## src/rtl/alu_seg_display.sv

```systemverilog
// alu_seg_display: drives an 8-digit multiplexed seven-segment display from an
// 8-bit ALU result. Digits 0/1 show the value in hex, digits 4..6 show it in
// decimal (double-dabble conversion), digits 2, 3 and 7 stay dark.
module alu_seg_display #(
    parameter logic [15:0] SCAN_DIV = 16'd50000
) (
    input  logic       clk,
    input  logic       rst,
    input  logic [7:0] result,
    output logic [7:0] seg_cs,
    output logic [7:0] seg_out,
    output logic       conv_busy
);

    typedef enum logic [1:0] {
        IDLE  = 2'd0,
        SHIFT = 2'd1,
        DONE  = 2'd2
    } conv_state_t;

    // Hex nibble to active-high segment pattern (bit0=a .. bit6=g, dp off).
    function automatic logic [7:0] hex_to_seg(input logic [3:0] nib);
        logic [7:0] seg;
        case (nib)
            4'h0:    seg = 8'h3F;
            4'h1:    seg = 8'h06;
            4'h2:    seg = 8'h5B;
            4'h3:    seg = 8'h4F;
            4'h4:    seg = 8'h66;
            4'h5:    seg = 8'h6D;
            4'h6:    seg = 8'h7D;
            4'h7:    seg = 8'h07;
            4'h8:    seg = 8'h7F;
            4'h9:    seg = 8'h6F;
            4'hA:    seg = 8'h77;
            4'hB:    seg = 8'h7C;
            4'hC:    seg = 8'h39;
            4'hD:    seg = 8'h5E;
            4'hE:    seg = 8'h79;
            4'hF:    seg = 8'h71;
            default: seg = 8'h00;
        endcase
        return seg;
    endfunction

    // Double-dabble correction: a BCD nibble of 5 or more gets +3 before the shift.
    function automatic logic [3:0] bcd_adjust(input logic [3:0] nib);
        logic [3:0] adj;
        if (nib >= 4'd5) begin
            adj = nib + 4'd3;
        end else begin
            adj = nib;
        end
        return adj;
    endfunction

    logic [7:0]  r_res_q;
    logic [7:0]  r_conv_src;
    logic [7:0]  r_cap;
    logic [7:0]  r_shift;
    logic [11:0] r_bcd;
    logic [3:0]  r_bit_cnt;
    logic [3:0]  r_ones;
    logic [3:0]  r_tens;
    logic [3:0]  r_hund;
    conv_state_t r_state;
    conv_state_t w_next_state;
    logic [11:0] w_bcd_adj;
    logic [19:0] w_dabble;
    logic [15:0] r_scan_cnt;
    logic [2:0]  r_digit_idx;
    logic [7:0]  w_digit_seg;
    logic [7:0]  r_seg_cs;
    logic [7:0]  r_seg_out;
    logic        r_conv_busy;

    // Register the ALU result every clock; everything downstream works on r_res_q.
    always_ff @(posedge clk or posedge rst) begin
        if (rst) begin
            r_res_q <= 8'd0;
        end else begin
            r_res_q <= result;
        end
    end

    // Conversion FSM state register.
    always_ff @(posedge clk or posedge rst) begin
        if (rst) begin
            r_state <= IDLE;
        end else begin
            r_state <= w_next_state;
        end
    end

    // Conversion FSM next state: start when the held value differs from the last
    // converted one, run 8 shifts, then one DONE cycle to publish the digits.
    always_comb begin
        w_next_state = r_state;
        case (r_state)
            IDLE: begin
                if (r_res_q != r_conv_src) begin
                    w_next_state = SHIFT;
                end else begin
                    w_next_state = IDLE;
                end
            end
            SHIFT: begin
                if (r_bit_cnt == 4'd1) begin
                    w_next_state = DONE;
                end else begin
                    w_next_state = SHIFT;
                end
            end
            DONE: begin
                w_next_state = IDLE;
            end
            default: begin
                w_next_state = IDLE;
            end
        endcase
    end

    // One double-dabble step: correct each BCD nibble, then shift {bcd, bin} left.
    always_comb begin
        w_bcd_adj = {bcd_adjust(r_bcd[11:8]), bcd_adjust(r_bcd[7:4]), bcd_adjust(r_bcd[3:0])};
        w_dabble  = {w_bcd_adj, r_shift} << 5'd1;
    end

    // Conversion datapath: capture in IDLE, shift in SHIFT, publish in DONE.
    // The captured copy keeps the running conversion immune to result changes.
    always_ff @(posedge clk or posedge rst) begin
        if (rst) begin
            r_cap      <= 8'd0;
            r_shift    <= 8'd0;
            r_bcd      <= 12'd0;
            r_bit_cnt  <= 4'd0;
            r_ones     <= 4'd0;
            r_tens     <= 4'd0;
            r_hund     <= 4'd0;
            r_conv_src <= 8'd0;
        end else begin
            case (r_state)
                IDLE: begin
                    if (r_res_q != r_conv_src) begin
                        r_cap     <= r_res_q;
                        r_shift   <= r_res_q;
                        r_bcd     <= 12'd0;
                        r_bit_cnt <= 4'd8;
                    end
                end
                SHIFT: begin
                    r_bcd     <= w_dabble[19:8];
                    r_shift   <= w_dabble[7:0];
                    r_bit_cnt <= r_bit_cnt - 4'd1;
                end
                DONE: begin
                    r_hund     <= r_bcd[11:8];
                    r_tens     <= r_bcd[7:4];
                    r_ones     <= r_bcd[3:0];
                    r_conv_src <= r_cap;
                end
                default: begin
                    r_bit_cnt <= 4'd0;
                end
            endcase
        end
    end

    // Scan timer: each digit stays selected for SCAN_DIV clocks, digits cycle 0..7.
    always_ff @(posedge clk or posedge rst) begin
        if (rst) begin
            r_scan_cnt  <= 16'd0;
            r_digit_idx <= 3'd0;
        end else if (r_scan_cnt == (SCAN_DIV - 16'd1)) begin
            r_scan_cnt  <= 16'd0;
            r_digit_idx <= r_digit_idx + 3'd1;
        end else begin
            r_scan_cnt  <= r_scan_cnt + 16'd1;
        end
    end

    // Segment pattern for the currently selected digit, with leading-zero blanking.
    always_comb begin
        w_digit_seg = 8'h00;
        case (r_digit_idx)
            3'd0: w_digit_seg = hex_to_seg(r_res_q[3:0]);
            3'd1: w_digit_seg = hex_to_seg(r_res_q[7:4]);
            3'd4: w_digit_seg = hex_to_seg(r_ones);
            3'd5: begin
                if ((r_hund == 4'd0) && (r_tens == 4'd0)) begin
                    w_digit_seg = 8'h00;
                end else begin
                    w_digit_seg = hex_to_seg(r_tens);
                end
            end
            3'd6: begin
                if (r_hund == 4'd0) begin
                    w_digit_seg = 8'h00;
                end else begin
                    w_digit_seg = hex_to_seg(r_hund);
                end
            end
            default: w_digit_seg = 8'h00;
        endcase
    end

    // Output registers: select and pattern move together on the same edge.
    always_ff @(posedge clk or posedge rst) begin
        if (rst) begin
            r_seg_cs    <= 8'h00;
            r_seg_out   <= 8'h00;
            r_conv_busy <= 1'b0;
        end else begin
            r_seg_cs    <= 8'd1 << r_digit_idx;
            r_seg_out   <= w_digit_seg;
            r_conv_busy <= (w_next_state != IDLE);
        end
    end

    assign seg_cs    = r_seg_cs;
    assign seg_out   = r_seg_out;
    assign conv_busy = r_conv_busy;

endmodule
```

## config.mk

```make
export PLATFORM = sky130hd
export DESIGN_NAME = alu_seg_display
export DESIGN_NICKNAME = d
export VERILOG_FILES = /design/src/rtl/alu_seg_display.sv
export SDC_FILE = /design/constraint.sdc
export NUM_CORES = 1
export LEC_CHECK = 0
export ABC_AREA = 1
export CORE_ASPECT_RATIO = 0.8
export CORE_MARGIN = 2
export CORE_UTILIZATION = 32
export CTS_CLUSTER_SIZE = 30
export DETAILED_ROUTE_END_ITERATION = 12
export SETUP_SLACK_MARGIN = 0.02
export SLEW_MARGIN = 10
export SYNTH_ARGS = -nofsm -noshare
export SYNTH_HDL_FRONTEND = slang
export SYNTH_SLANG_ARGS = --single-unit
```

## constraint.sdc

```tcl
create_clock -name clk -period 2.9 [get_ports clk]
set_input_delay 0.29 -clock clk [delete_from_list [all_inputs] [get_ports clk]]
set_output_delay 0.29 -clock clk [all_outputs]
set_load 0.05 [all_outputs]
```

# Word-level counts from Yosys, hierarchy flattened
# Memory sizes are Yosys's and may differ from the RTL's.
# Cells that the tools add are included.
# totals
word_cells,67
regBits,98
n_memories,5
output_inout_bits,17
inputBits,10
rom_bits,560
# memory_table
name,words,word_bits,rd,rd_ports_with_merged_regs,wr,line,source
(no name shown),16,7,1,0,0,24,case (nib)
(no name shown),16,7,1,0,0,24,
(no name shown),16,7,1,0,0,24,
(no name shown),16,7,1,0,0,24,
(no name shown),16,7,1,0,0,24,
# classes
n_bitwise,1
n_shift,1
addsub,6
eq_ne,10
n_reduce_logical,10
order_cmp,3
n_mux,16
# ops
cell,n
$pmux 8 s5,1
$mux 8,3
$pmux 12 s2,1
$add 16x1->16 const B,1
$eq 16x16->1 const B,1
$mux 16,1
$pmux 8 s2,1
$ge 4x3->1 const B,3
$mux 12,1
$mux 4,3
$pmux 4 s3,1
$eq 3x3->1 const B,3
$add 4x2->4 const B,2
$logic_not 4->1,2
$ne 8x8->1,1
$shl 1x3->8 const A,1
$reduce_and 2->1,3
$eq 4x1->1 const B,1
$pmux 2 s2,1
$reduce_bool 2->1,2
$sub 4x1->4 const B,1
$add 3x1->3 const B,1
$add 3x2->3 const B,1
$eq 3x1->1 const B,1
10 further kinds,10

# Longest topological paths before layout
# Gate-level depths: netlist of the first run.
# depth
word_depth,4
ltp_mapped,12

# Least setup slack after synthesis of the first run
# Ideal clock, no wire load.
# synth_path
path_type,reg-to-reg
start,register r_res_q[4]
end,register r_bit_cnt[3]
synth_period_minus_slack_ns,1.421
path_buffers,2
path_stages_with_launch,11
t_arrival_ns,1.290
slack_ns,1.479
path_cell_list,dfrtp_1 inv_1 nand2_1 nand2_1 nand2_1 nor2_1 nand2_1 nand2_1 buf_6 buf_8 o211ai_1
# synth_via
elab_chain_cells,3
# synth_lines
element,line,source
"start, declared",57,logic [7:0] r_res_q;
"start signal, assigned",82,r_res_q <= result;
$ne 8x8->1,144,if (r_res_q != r_conv_src) begin
$ne 2x2->1 (no line),-,
$reduce_and 2->1 (no line),-,
"end signal, assigned",154,r_bit_cnt <= r_bit_cnt - 4'd1;
"end, declared",62,logic [3:0] r_bit_cnt;
# Every way passes these cells.
# A chain may end at the register's enable or synchronous reset.

# Worst setup path in the final report of the first run
# layout_path
start,register r_res_q[5]
end,register r_shift[5]
# layout_via
elab_chain_cells,3
elab_cells_between_ends,5
# layout_lines
element,line,source
$ne 8x8->1,144,
$ne 2x2->1 (no line),-,
$reduce_and 2->1 (no line),-,
"end signal, assigned",146,r_shift <= r_res_q;
"end signal, assigned",153,r_shift <= w_dabble[7:0];
"end, declared",60,logic [7:0] r_shift;
# Parallel ways exist; a longest one is shown, timed or not. The select of a mux whose other input is x is not followed.

==> results of run 1 <==
## sequential cells by signal (all words and copies together), names as in the netlist, 3 cells and up
name	flops
r_scan_cnt	16
r_bcd	12
r_cap	8
r_conv_src	8
r_res_q	8
r_shift	8
seg_cs	8
seg_out	7
r_bit_cnt	4
r_hund	4
r_ones	4
r_tens	4
r_digit_idx	3
## how the worst max path moves through the flow
stage,slack (ns),cells after the start,endpoint,startpoint
global route,0.65,10,r_shift[2],r_res_q[4]
finish,0.89,10,r_shift[5],r_res_q[5]
CTS,0.88,10,r_shift[4],r_res_q[5]
global placement,0.98,10,r_shift[3],r_res_q[4]
floorplan,0.08,1,conv_busy,rst
detailed placement,0.91,10,r_shift[6],r_res_q[4]
## metrics by stage
step	instances	cell area (um2)	hold slack (ns)
2_1_floorplan	733	5680	0.321
3_3_place_gp	965	6120	0.454
3_5_place_dp	965	6120	0.459
4_1_cts	981	6390	0.364
5_1_grt	981	6390	0.365
6_report	981	6390	0.367
## Yosys cell counts, types with 3 or more instances
cell type    n  area, um2
ha_1        45        563
xor2_1       8       70.1
dfrtp_1     97       2430
nor3_1       7       35.0
a21oi_1     23        115
clkbuf_1     8       30.0
o21ai_0     58        290
o211ai_1    12       90.1
nor2_1      60        225
buf_6        3       33.8
nand3_1     85        425
inv_1       93        349
xnor2_1      6       52.6
nand4_1      6       37.5
buf_2        9       45.0
mux2_2       5       56.3
nand2_1    193        724
## cells in the final DEF (no fill, tap or decap), drive strengths merged
master         netlist  final
clkbuf               8     11
nand4                6      6
nor3                 8      8
a21oi               23     23
ha                  45     45
mux2                 5      5
o21bai               1      1
nand3b               1      1
clkinv               1      4
clkinvlp             0      1
xor2                 8      8
nand2              194    194
buf                 15      5
nor2                61     61
nand3               85     85
conb                 1      1
o211ai              12     12
o21ai               58     58
inv                 94     95
nor4                 2      2
or2                  1      1
xnor2                6      6
clkdlybuf4s50        0     25
o31ai                1      1
dfrtp               97     97
## where the power goes
group | leakage [uW] | switching, uW | internal, uW
clock | 0.000132 | 543 | 590
combinational | 0.00183 | 1190 | 705
sequential | 0.00122 | 366 | 1720
## routing by layer
layer  wire length, um  track usage (%)
met1              6550             21.0
met5                 0                0
met3               702             3.82
met2              4960             20.1
met4               141             3.82
## area by class of cell
cell class	count	area (um2)
fill	1792	11000
inverter	95	359
clock inverter	5	41.3
clock buffer	11	233
sequential	97	2430
timing repair buffer	30	300
tap	225	282
multi-input combinational	518	2750
## kinds of logic after synthesis
family                   synth area share [%]
AO/OA/AOI/OAI                            8.98
XOR/XNOR                                 2.16
adder cells (fa/ha/maj)                  9.91
buffers and inverters                    8.85
flip-flops                               42.7
multiplexers                            0.991
other                                  0.0660
AND/OR/NAND/NOR                          26.3
## worst max-delay path: cells and delay by family (launching register included)
family	cells	cell delay (ns)
buffers and inverters	2	0.51
flip-flops	1	0.45
AND/OR/NAND/NOR	8	1.00
==> out/results.ini, run 1 <==
[worst_setup_path]
r2r_end=r_shift[5]
cp-end-kind=flip-flop
critPathMaxStageDelay_ns=0.45
setup.reg_to_reg.worst_slack_ns=0.89
worst-endpoint-arrival_ns=2.31
worst-r2r-cell-count=10
worst_path_most_repeated_cell=nand2_1
crit_path_max_fanout=15
rr_startpoint=r_res_q[5]
crit_path_cell_trace=inv_1, nand2_1, nand2_1, nand2_1, nor2_1, nand2_1, nand2_1, buf_4, nand3_1, nand2_1
timing_worst_setup_path_type=flip-flop to flip-flop
critical_path_required_ns=3.20
crit_path_start_kind=flip-flop
cp_slowest_cell=dfrtp_1

[floorplan]
io_pins=27
core-area_um2=17400
start_util_pct=32.7
die_ht_um=123
floorplan.rows=43
die_area_um2=18800
floorplan.die.width_um=153

[place]
place.gp.congestion=0.873
io_buffers=25
place_hpwl_mm=9.08
worst_setup_slack_before_clock_tree_synthesis_ns=0.905

[timing]
report.final.setup_viol=0
clock-skew-final_ns=0.00891
layout_worst_path_cycle_share_pct=69.3
final_max_slew_viol_count=0
grt_setup_unrepaired=false
final_period_minus_worst_setup_slack_ns=2.01
totalNegativeSetupSlack_ns=0
slew_headroom_pct=37.7
hold_viol_final=0
tightest_slew_ns=0.933
final_critical_path_setup_slack_ns=0.891
fmaxAchievable_mhz=498

[clocking]
worstSkewPairLatency_ns=0.36
clk_transition_reported_paths_ns=0.07
clkSinkCount=97
cts-root-buf=clkbuf_16
cts-htree-levels=3
max-clock-path-buffers=2
cts_made_buffers=9
clock_tree_from_tritoncts=built
postCtsResizedCells=0
post_cts.repair.setup_buffers=0
ctsHoldBuffers=0

[status]
run_status=finished, final reports clean

[finish]
n_antenna_cell=0
final_core_util_pct=36.8
post_route_cells_drive_above_1_share_pct=3.97
syn_to_final_growth_pct=12.5
nNetsFinal=806

[grt]
grt_first_pass_wirelength_mm=21.2
maximum_number_of_pins_on_one_net_before_global_route_repair=52
globalRoute.totalOverflow=0
aggregate_global_route_resource_usage_pct=14.1
via_count_of_the_first_global_routing_pass=4201
grt_antenna_before_repair=0

[routing]
routedWlPerCell_um=12.6
ant_nets=0
postRouteWirelength_mm=12.4
routed-via-count=4608
dr.pass1.iters=5
initialDrtViolationCount=387
count_of_unresolved_drc_violations_after_routing=0
drt-vias-per-instance=4.70

[power]
total_power_uw=5110
power_density_nw_per_um2=799
vdd_drop_max_v=0.000326
leakage_power_uw=0.00318

[yosys]
yosys_register_bits=97
synth_fp_nets=788
synth_flop_cell=dfrtp_1
synth_seq_area_share_pct=42.7
synth-edff-count=0
synth_async_sr_flop_share_pct=100
yosysWarnings=0
synth_cells=733
synth_cell_types=30
netlist_area_um2=5680
mapped_avg_cell_area_um2=7.75

[min_path]
min_path_type=primary input to async pin

[job]
max-cap-violations=0

No activity file was read; power rests on OpenSTA's default activity.
==> inputs of run 2 (changes only) <==
- clock period: 2.9 -> 2 ns (I/O delays scaled with it)
==> run 2 against run 1 <==
Non-clock buffer count rose by 5; via count fell by 0.76%; clock-buffer cell count unchanged; largest cell class unchanged; clock skew barely moved; utilization rose by 0.31 points; clock power grew 50%; first-iteration DRC count shrank 9.3%; worst hold slack lost 0.085 ns; wire length decreased by 1.1%; final cell count rose by 0.51%; sequential power increased by 44%; critical path type unchanged; critical path depth decreased by 2.
==> out/results.ini, run 2 (synthesis gave the netlist of run 1 again) <==
[worst_setup_path]
worst-path-buf-inv=1
cp_slowest_cell=dfrtp_1
crit_path_start_kind=flip-flop
crit_path_cell_trace=inv_1, ha_1, nand2_1, nand2_1, o21ai_0, nand2_1, nor2_1, nor2_1
timing_worst_setup_path_type=flip-flop to flip-flop
worst_path_most_repeated_cell=nand2_1
critical_path_required_ns=2.22
worst_path_dominant_cell_family=flip-flops
worst-endpoint-arrival_ns=1.97
critPathMaxStageDelay_ns=0.44
cp-end-kind=flip-flop
crit_path_max_fanout=7

[clocking]
ctsHoldBuffers=0
clkSinkCount=97
max-clock-path-buffers=2
clk_transition_reported_paths_ns=0.07
clock_tree_from_tritoncts=built
cts-htree-levels=3
worstSkewPairLatency_ns=0.35
cts_made_buffers=9
cts-root-buf=clkbuf_16

[timing]
final_period_minus_worst_setup_slack_ns=1.76
fmaxAchievable_mhz=570
hold_viol_final=0
tightest_slew_ns=0.544
final_max_slew_viol_count=0
layout_worst_path_cycle_share_pct=87.8
report.final.setup_viol=0
clock-skew-final_ns=0.00860
slew_headroom_pct=63.7
final_critical_path_setup_slack_ns=0.244
totalNegativeSetupSlack_ns=0
grt_setup_unrepaired=false

[finish]
final_common_cell=nand2_1
n_antenna_cell=0
syn_to_final_growth_pct=13.5
fillerInstances=1799
nNetsFinal=811
final-instance-count-excl-fill=986
post_route_cells_drive_above_1_share_pct=4.73
most-common-layout-cells=nand2_1, dfrtp_1, inv_1, nand3_1, nor2_1
top_register_by_number_of_flip_flops=r_scan_cnt
largest_register_ff_count=16
sequential_cell_area_um2=2430
multi_input_comb_area_um2=2750
reg_top3=r_scan_cnt: 16 flops, r_bcd: 12 flops
final_core_util_pct=37.1

[place]
place_hpwl_mm=8.72
io_buffers=25
place.detailed.instances=970
place.gp.congestion=0.863
worst_setup_slack_before_clock_tree_synthesis_ns=0.183

[grt]
globalRoute.totalOverflow=0
via_count_of_the_first_global_routing_pass=4180
maximum_number_of_pins_on_one_net_before_global_route_repair=98
grt_first_pass_wirelength_mm=21.1
grt_antenna_before_repair=0
aggregate_global_route_resource_usage_pct=13.9

[floorplan]
core-area_um2=17400
floorplan.rows=43
die_area_um2=18800
floorplan.die.width_um=153
die_ht_um=123
io_pins=27
start_util_pct=32.7

[routing]
drt-vias-per-instance=4.64
initialDrtViolationCount=351
routedWlPerCell_um=12.4
routed-via-count=4573
dr.pass1.iters=5
count_of_unresolved_drc_violations_after_routing=0
ant_nets=0
postRouteWirelength_mm=12.2

[power]
power_density_nw_per_um2=1160
vdd_drop_max_v=0.000473
leakage_power_uw=0.00321

[status]
run_status=finished, final reports clean

[min_path]
min_path_type=primary input to flip-flop

[job]
max-cap-violations=0

[run 2: cell count changes in the layout (fill, tap and decap cells not counted)]
cell,change
buf_4,+5
inv_4,-1
inv_2,+1
bufinv_16,+1
clkinvlp_4,+1
clkinv_2,+1
clkinv_4,-1
inv_1,-1
inv_8,-1
[run 2: worst paths after layout]
check,from,end,slack (ns),cells past startpoint
max reg2reg,r_res_q[1],seg_out[3],0.24,8
min reg2reg,r_cap[0],r_cap[0],0.48,2
min in group asynchronous,rst,r_tens[2],0.32,3
min,result[2],r_res_q[2],0.28,1
max,r_res_q[1],seg_out[3],0.24,8
max in group asynchronous,rst,r_res_q[6],1.25,3
[run 2: area by class of cell]
class                           instances  area share [%]
Inverter                               95            5.59
Clock inverter                          5           0.873
Multi-Input combinational cell        518            42.7
Timing Repair Buffer                   35            5.24
Tap cell                              225            4.37
Clock buffer                           11            3.61
Sequential cell                        97            37.6
[run 2: per-stage QoR]
step                total power, uW  hold slack [ns]  area (um2)
global route                   8180            0.282        6450
CTS                            7530            0.273        6450
finish                         7480            0.282        6450
floorplan                      5190            0.231        5690
global placement               5780            0.445        6160
detailed placement             5790            0.461        6160
[run 2: timing repair]
action | CTS | global route
resized for setup | 0 | 1
setup endpoints to repair | 0 | 2
setup buffers | 0 | 0
[run 2: power by group]
| part | total, uW | switching [uW] | leakage, uW | internal [uW] |
|---|---|---|---|---|
| clock | 1700 | 736 | 0.000139 | 968 |
| combinational | 2780 | 1740 | 0.00185 | 1040 |
| sequential | 3000 | 505 | 0.00122 | 2490 |
| total | 7480 | 2980 | 0.00321 | 4500 |
[run 2: metal layers]
| metal | track usage (%) | routed length (um) | vias to the layer above |
|---|---|---|---|
| met1 | 21.2 | 6570 | 2079 |
| li1 | - | - | 2383 |
| met4 | 2.43 | 62 | 0 |
| met2 | 19.8 | 4970 | 105 |
| met5 | 0 | 0 | - |
| met3 | 3.89 | 621 | 6 |
